===== src/rtl/ram_stream_reader.sv =====
// Streaming read master for a single-clock RAM with one-cycle registered read latency.
// Issues reads under credit control into a 4-entry FIFO that feeds a valid/ready stream.
module ram_stream_reader #(
  parameter int DATA_WIDTH = 8,
  parameter int SIZE       = 1024,
  localparam int ADDRESS_WIDTH = $clog2(SIZE)
) (
  input  logic                     clk,
  input  logic                     rst_n,
  input  logic                     start,
  input  logic [ADDRESS_WIDTH-1:0] start_address,
  input  logic [ADDRESS_WIDTH:0]   length,
  output logic                     busy,
  output logic                     done,
  output logic                     r_enable,
  output logic [ADDRESS_WIDTH-1:0] r_address,
  input  logic [DATA_WIDTH-1:0]    r_data,
  output logic                     out_valid,
  output logic [DATA_WIDTH-1:0]    out_data,
  input  logic                     out_ready,
  output logic [1:0]               fsm_state
);

  // Stream handshake: a word transfers on every edge where out_valid && out_ready;
  // out_valid never drops and out_data never changes until that word is taken.

  typedef enum logic [1:0] {IDLE = 2'd0, RUN = 2'd1, FLUSH = 2'd2} state_t;

  localparam logic [ADDRESS_WIDTH-1:0] ADDR_ONE  = ADDRESS_WIDTH'(1);
  localparam logic [ADDRESS_WIDTH-1:0] ADDR_LAST = ADDRESS_WIDTH'(SIZE - 1);
  localparam logic [ADDRESS_WIDTH:0]   CNT_ONE   = (ADDRESS_WIDTH + 1)'(1);

  state_t                   state, state_next;
  logic [ADDRESS_WIDTH-1:0] addr_cnt;
  logic [ADDRESS_WIDTH:0]   issue_cnt;
  logic [ADDRESS_WIDTH:0]   pop_cnt;
  logic                     s1;
  logic [DATA_WIDTH-1:0]    fifo_mem [4];
  logic [1:0]               wr_ptr, rd_ptr;
  logic [2:0]               fifo_count;
  logic                     accept, push, pop;
  logic [3:0]               credit_used;

  // With one-cycle RAM latency the word issued last cycle is on r_data now and is
  // pushed at this edge, so s1 alone covers everything in flight.
  assign push        = s1;
  assign pop         = out_valid && out_ready;
  assign out_valid   = (fifo_count != 3'd0);
  assign out_data    = out_valid ? fifo_mem[rd_ptr] : '0;
  assign credit_used = {1'b0, fifo_count} + {3'b000, s1} - {3'b000, pop};
  assign r_address   = addr_cnt;
  assign fsm_state   = state;
  // The done cycle counts as idle so a back-to-back start is not lost.
  assign accept      = start && ((state == IDLE) || done);

  always_ff @(posedge clk or negedge rst_n) begin
    if (!rst_n) state <= IDLE;
    else        state <= state_next;
  end

  // A zero-length start goes straight to FLUSH with nothing to pop, so done
  // fires the following cycle without busy ever rising.
  always_comb begin
    state_next = state;
    case (state)
      IDLE:    if (start) state_next = (length != '0) ? RUN : FLUSH;
      RUN:     if (issue_cnt == '0) state_next = FLUSH;
      FLUSH: begin
        if (pop_cnt == '0) begin
          if (start) state_next = (length != '0) ? RUN : FLUSH;
          else       state_next = IDLE;
        end
      end
      default: state_next = IDLE;
    endcase
  end

  always_comb begin
    done     = (state == FLUSH) && (pop_cnt == '0);
    busy     = (state != IDLE) && !done;
    r_enable = (state == RUN) && (issue_cnt != '0) && (credit_used < 4'd4);
  end

  always_ff @(posedge clk or negedge rst_n) begin
    if (!rst_n) begin
      addr_cnt  <= '0;
      issue_cnt <= '0;
      pop_cnt   <= '0;
      s1        <= 1'b0;
    end else begin
      s1 <= r_enable;
      if (accept) begin
        addr_cnt  <= start_address;
        issue_cnt <= length;
        pop_cnt   <= length;
      end else begin
        if (r_enable) begin
          addr_cnt  <= (addr_cnt == ADDR_LAST) ? '0 : addr_cnt + ADDR_ONE;
          issue_cnt <= issue_cnt - CNT_ONE;
        end
        if (pop) pop_cnt <= pop_cnt - CNT_ONE;
      end
    end
  end

  always_ff @(posedge clk or negedge rst_n) begin
    if (!rst_n) begin
      for (int i = 0; i < 4; i++) fifo_mem[i] <= '0;
      wr_ptr     <= 2'd0;
      rd_ptr     <= 2'd0;
      fifo_count <= 3'd0;
    end else begin
      if (push) begin
        fifo_mem[wr_ptr] <= r_data;
        wr_ptr           <= wr_ptr + 2'd1;
      end
      if (pop) rd_ptr <= rd_ptr + 2'd1;
      case ({push, pop})
        2'b10:   fifo_count <= fifo_count + 3'd1;
        2'b01:   fifo_count <= fifo_count - 3'd1;
        default: fifo_count <= fifo_count;
      endcase
    end
  end

endmodule

===== config.mk =====
export PLATFORM = sky130hd
export DESIGN_NAME = ram_stream_reader
export DESIGN_NICKNAME = d
export VERILOG_FILES = /design/src/rtl/ram_stream_reader.sv
export SDC_FILE = /design/constraint.sdc
export NUM_CORES = 1
export LEC_CHECK = 0
export CAP_MARGIN = 10
export CELL_PAD_IN_SITES_DETAIL_PLACEMENT = 1
export CELL_PAD_IN_SITES_GLOBAL_PLACEMENT = 2
export CORE_ASPECT_RATIO = 1.5
export CORE_MARGIN = 1.5
export CORE_UTILIZATION = 36
export DETAILED_ROUTE_END_ITERATION = 10
export PLACE_DENSITY = 0.81
export SLEW_MARGIN = 10
export SYNTH_ARGS = -nofsm -noshare
export SYNTH_HDL_FRONTEND = slang
export SYNTH_SLANG_ARGS = --single-unit

===== constraint.sdc =====
create_clock -name clk -period 3.47 [get_ports clk]
set_input_delay 0.347 -clock clk [delete_from_list [all_inputs] [get_ports clk]]
set_output_delay 0.347 -clock clk [all_outputs]
set_load 0.01 [all_outputs]

==> run_results.csv <==
group,metric,value,unit
clock_network,post-cts-setup-buffers,0,
placement,dp.final_hpwl,7.60,mm
timing,relSlewSlack,40.3,%
run,maxCapViolCount,0,
logic_synthesis,count_of_flip_flops_with_a_built_in_enable_after_synthesis,0,
route,postRouteWirelength,10.3,mm
route,detail_route.drc_violations,0,
logic_synthesis,post_synth_fa_ha_maj_area_fraction,3.65,%
die,fp.dieH,132,um
timing,period_minus_slack,3.29,ns
global_route,met3_usage,3.77,%
timing,unrepaired_setup_endpoints_after_global_routing,"no",
logic_synthesis,synth.area.top_cells,"sky130_fd_sc_hd__dfrtp_1 47%, sky130_fd_sc_hd__mux2_2 9.4%, sky130_fd_sc_hd__mux4_2 4.5%, sky130_fd_sc_hd__ha_1 3.2%, sky130_fd_sc_hd__o21ai_0 2.4%",
global_route,global_route.overflow_total,0,
worst_hold_path,worstHoldPathType,"in2async",
logic_synthesis,synth_xor_xnor_area_share,3.97,%
placement,buffer_ports.inserted,56,
die,die_area,11700,um^2
global_route,groute.usage.overall,19.5,%
logic_synthesis,synth.cell_area,3970,um^2
clock_network,htree_levels,3,
setup_path,max_fanout_on_critical_path,12,
cells_and_area,antennaDiodeCount,0,
cells_and_area,utilization,46.9,%
logic_synthesis,yosysTopAreaCellShare,46.6,%
route,drt-wirelength-per-cell,17.9,um
clock_network,cts_hold_buffers,1,
cells_and_area,layout_overhead_on_the_synthesized_area,25.7,%
timing,final_cycle_utilization_of_the_critical_path,94.8,%
clock_network,clk_pin_slew,0.06,ns
global_route,grt.busiest_layer,"met2",
run_status,run_status,"complete, no violations",
logic_synthesis,postSynthAreaPerCell,11.1,um^2
route,drt_first_pass_iters,4,
timing,max_freq,304,MHz
timing,setup-tns-final,0,ns
cells_and_area,final-seq-area,1850,um^2
logic_synthesis,synth_nets,403,
logic_synthesis,synth_cell_types,51,
clock_network,cts_inserted_buffers,9,
route,via_count,3065,
clock_network,ctsRootBufferMaster,"sky130_fd_sc_hd__clkbuf_16",
global_route,grt_first_pass_wirelength,17.4,mm
logic_synthesis,yosys.area.top_type,"sky130_fd_sc_hd__dfrtp_1",
cells_and_area,multiInputGateArea,1980,um^2
die,initial_core_util,37.3,%
timing,finalClockSkew,0.00933,ns
timing,hold_violations,0,
setup_path,critical_path_class,"reg2out",
logic_synthesis,synth.yosys.warnings,0,
die,fp-row-count,46,
clock_network,cts_resized,0,
route,detail_route.vias_per_cell,5.34,
setup_path,timing.critical_path.arrival,2.94,ns
global_route,grt_pass1_vias,3473,
logic_synthesis,combinational_family_with_the_most_area_after_synthesis,"simple AND/OR/NAND/NOR gates",
die,floorplan.die.width,88.8,um
power,leakagePower,1.96,nW
die,ios,57,
setup_path,timing.critical_path.to_type,"output pin",
clock_network,cts_sinks,74,
setup_path,worst-endpoint-required,3.12,ns
placement,gp_congestion,0.747,
timing,report.final.setup_viol,0,
global_route,grt.met1_usage,22.0,%
cells_and_area,final_layout_size_suffix_gt1_share,19.5,%
logic_synthesis,ys_ff_latch,74,
logic_synthesis,post_synthesis_compound_gate_area_fraction,11.5,%
route,antenna_left,0,
global_route,antenna_found_initial,0,
cells_and_area,num-fill-cells,1150,
cells_and_area,layout.nets,469,
die,design.core.area,10600,um^2
timing,slew_viol_final,0,
logic_synthesis,yosysSeqAreaShare,46.6,%
clock_network,cts_tree,"done",
logic_synthesis,syn_inst,359,
timing,pin_slew_with_the_least_headroom_to_its_limit,0.885,ns
clock_network,clock_path_buffers,2,
logic_synthesis,synthArstFlopShare,100,%
logic_synthesis,synth_mux_area_share,13.9,%
power,power_density,936,nW/um^2
setup_path,startpoint_type,"flip-flop",
global_route,grt_max_degree,34,
global_route,gr-usage-met2,35.2,%
route,violation_count_after_the_first_detailed_routing_iteration,69,
logic_synthesis,dominantRegCellSynth,"sky130_fd_sc_hd__dfrtp_1",
power,vdd_drop_max,0.317,mV
logic_synthesis,synthesized_area_fraction_occupied_by_and_or_nand_nor_cells,16.8,%
clock_network,insertion_delay,0.34,ns
## layer usage
layer	part of all wire (%)	vias up
met2	56	54
met3	2.7	12
met5	0	-
met1	39	1555
li1	-	1444
met4	1.7	0
## worst paths after layout
path	to	cells past startpoint	start	slack, ns
setup / recovery	r_enable	7	push$_DFF_PN0_	0.18
hold / removal	fifo_mem[20]$_DFFE_PN0P_	2	rst_n	0.50
setup reg to reg	r_address[9]$_DFFE_PN0P_	8	push$_DFF_PN0_	0.51
hold reg to reg	fifo_mem[10]$_DFFE_PN0P_	1	fifo_mem[10]$_DFFE_PN0P_	0.50
max in group asynchronous	fifo_mem[11]$_DFFE_PN0P_	3	rst_n	2.15
min in group clk	fifo_mem[10]$_DFFE_PN0P_	1	fifo_mem[10]$_DFFE_PN0P_	0.50
## cell families after synthesis
family / after synthesis
compound gates: 66
xor+xnor: 18
fa+ha+maj: 11
buf+inv: 29
flops: 74
mux: 41
simple gates: 120
## cells in the final DEF (no fill, tap or decap), types with 3 or more instances in the layout
cell,netlist,layout
sky130_fd_sc_hd__ha_1,10,10
sky130_fd_sc_hd__o21ai_0,19,19
sky130_fd_sc_hd__xor2_1,9,9
sky130_fd_sc_hd__nand3_1,11,11
sky130_fd_sc_hd__xnor2_1,9,9
sky130_fd_sc_hd__nor4_1,5,5
sky130_fd_sc_hd__buf_4,1,11
sky130_fd_sc_hd__nand2_1,20,20
sky130_fd_sc_hd__a21oi_1,11,11
sky130_fd_sc_hd__nor4b_1,3,3
sky130_fd_sc_hd__or3_1,10,10
sky130_fd_sc_hd__mux4_2,8,8
sky130_fd_sc_hd__or4_1,5,5
sky130_fd_sc_hd__nor2b_1,14,14
sky130_fd_sc_hd__clkinv_2,0,5
sky130_fd_sc_hd__a31oi_1,14,14
sky130_fd_sc_hd__inv_1,15,15
sky130_fd_sc_hd__o31ai_2,3,3
sky130_fd_sc_hd__or2_2,4,4
sky130_fd_sc_hd__o31ai_1,4,4
sky130_fd_sc_hd__clkbuf_16,0,9
sky130_fd_sc_hd__nor3_1,8,8
sky130_fd_sc_hd__mux2_2,33,33
sky130_fd_sc_hd__and4_1,3,3
sky130_fd_sc_hd__dfrtp_1,74,74
sky130_fd_sc_hd__nor2_1,24,24
sky130_fd_sc_hd__clkdlybuf4s50_1,0,55
## per-stage QoR
step | total power (W) | instances | cell area (um^2) | hold slack [ns] | setup WS [ns]
after floorplan | 0.00300 | 359 | 3970 | 0.0514 | 0.605
after global placement | 0.00373 | 557 | 4710 | 0.336 | 0.284
final | 0.00467 | 574 | 4990 | 0.500 | 0.181
after global routing | 0.00506 | 574 | 4990 | 0.519 | 0.0341
after detailed placement | 0.00385 | 557 | 4710 | 0.339 | 0.230
after CTS | 0.00474 | 574 | 4990 | 0.504 | 0.172
## flip-flops by register name (all words and copies together) (netlist names)
name,count
fifo_mem,32
issue_cnt,11
pop_cnt,11
r_address,10
fifo_count,3
fsm_state,2
rd_ptr,2
wr_ptr,2
push,1
## worst max-delay path: stages, from the launching register on
cell and delay [ns]:
sky130_fd_sc_hd__dfrtp_1 0.55, sky130_fd_sc_hd__or2_2 0.41, sky130_fd_sc_hd__ha_1 0.22, sky130_fd_sc_hd__nor4b_1 0.38, sky130_fd_sc_hd__a21boi_1 0.30, sky130_fd_sc_hd__o31ai_2 0.14
sky130_fd_sc_hd__inv_2 0.08, sky130_fd_sc_hd__clkdlybuf4s50_1 0.53
## synth_stat cells, types with 2 or more instances
| cell type | number |
|---|---|
| sky130_fd_sc_hd__nor4b_1 | 3 |
| sky130_fd_sc_hd__or4b_1 | 2 |
| sky130_fd_sc_hd__or4_4 | 2 |
| sky130_fd_sc_hd__xnor2_1 | 9 |
| sky130_fd_sc_hd__nor2b_1 | 14 |
| sky130_fd_sc_hd__nand2_1 | 20 |
| sky130_fd_sc_hd__nor2_1 | 24 |
| sky130_fd_sc_hd__a211oi_1 | 2 |
| sky130_fd_sc_hd__xor2_1 | 9 |
| sky130_fd_sc_hd__a31oi_1 | 14 |
| sky130_fd_sc_hd__nor4_1 | 5 |
| sky130_fd_sc_hd__dfrtp_1 | 74 |
| sky130_fd_sc_hd__and4_1 | 3 |
| sky130_fd_sc_hd__or4_1 | 5 |
| sky130_fd_sc_hd__mux4_2 | 8 |
| sky130_fd_sc_hd__mux2_2 | 33 |
| sky130_fd_sc_hd__o311ai_0 | 2 |
| sky130_fd_sc_hd__o31ai_1 | 4 |
| sky130_fd_sc_hd__ha_1 | 10 |
| sky130_fd_sc_hd__inv_1 | 15 |
| sky130_fd_sc_hd__o31ai_2 | 3 |
| sky130_fd_sc_hd__a21boi_0 | 2 |
| sky130_fd_sc_hd__a21oi_1 | 11 |
| sky130_fd_sc_hd__buf_6 | 2 |
| sky130_fd_sc_hd__o41a_1 | 2 |
| sky130_fd_sc_hd__nor3_1 | 8 |
| sky130_fd_sc_hd__clkbuf_1 | 8 |
| sky130_fd_sc_hd__or3_1 | 10 |
| sky130_fd_sc_hd__nand3_1 | 11 |
| sky130_fd_sc_hd__or2_2 | 4 |
| sky130_fd_sc_hd__o21ai_0 | 19 |
| sky130_fd_sc_hd__and2_1 | 2 |
## power by group
part / leakage [nW] / total [W] / internal [W] / switching, W
sequential: 0.856 / 0.00176 / 0.00130 / 0.000458
clock: 0.138 / 0.000854 / 0.000496 / 0.000357
combinational: 0.967 / 0.00206 / 0.00114 / 0.000916
## final cells by class
| type | count | share of cell area (%) |
|---|---|---|
| flip-flops and latches | 74 | 37.1 |
| clock buffers | 10 | 4.79 |
| repair buffers | 68 | 13.0 |
| multi-input cells | 256 | 39.7 |
| inverters | 16 | 1.20 |
| well taps | 144 | 3.61 |
| clock inverters | 6 | 0.652 |
No activity file was read; power rests on OpenSTA's default activity.
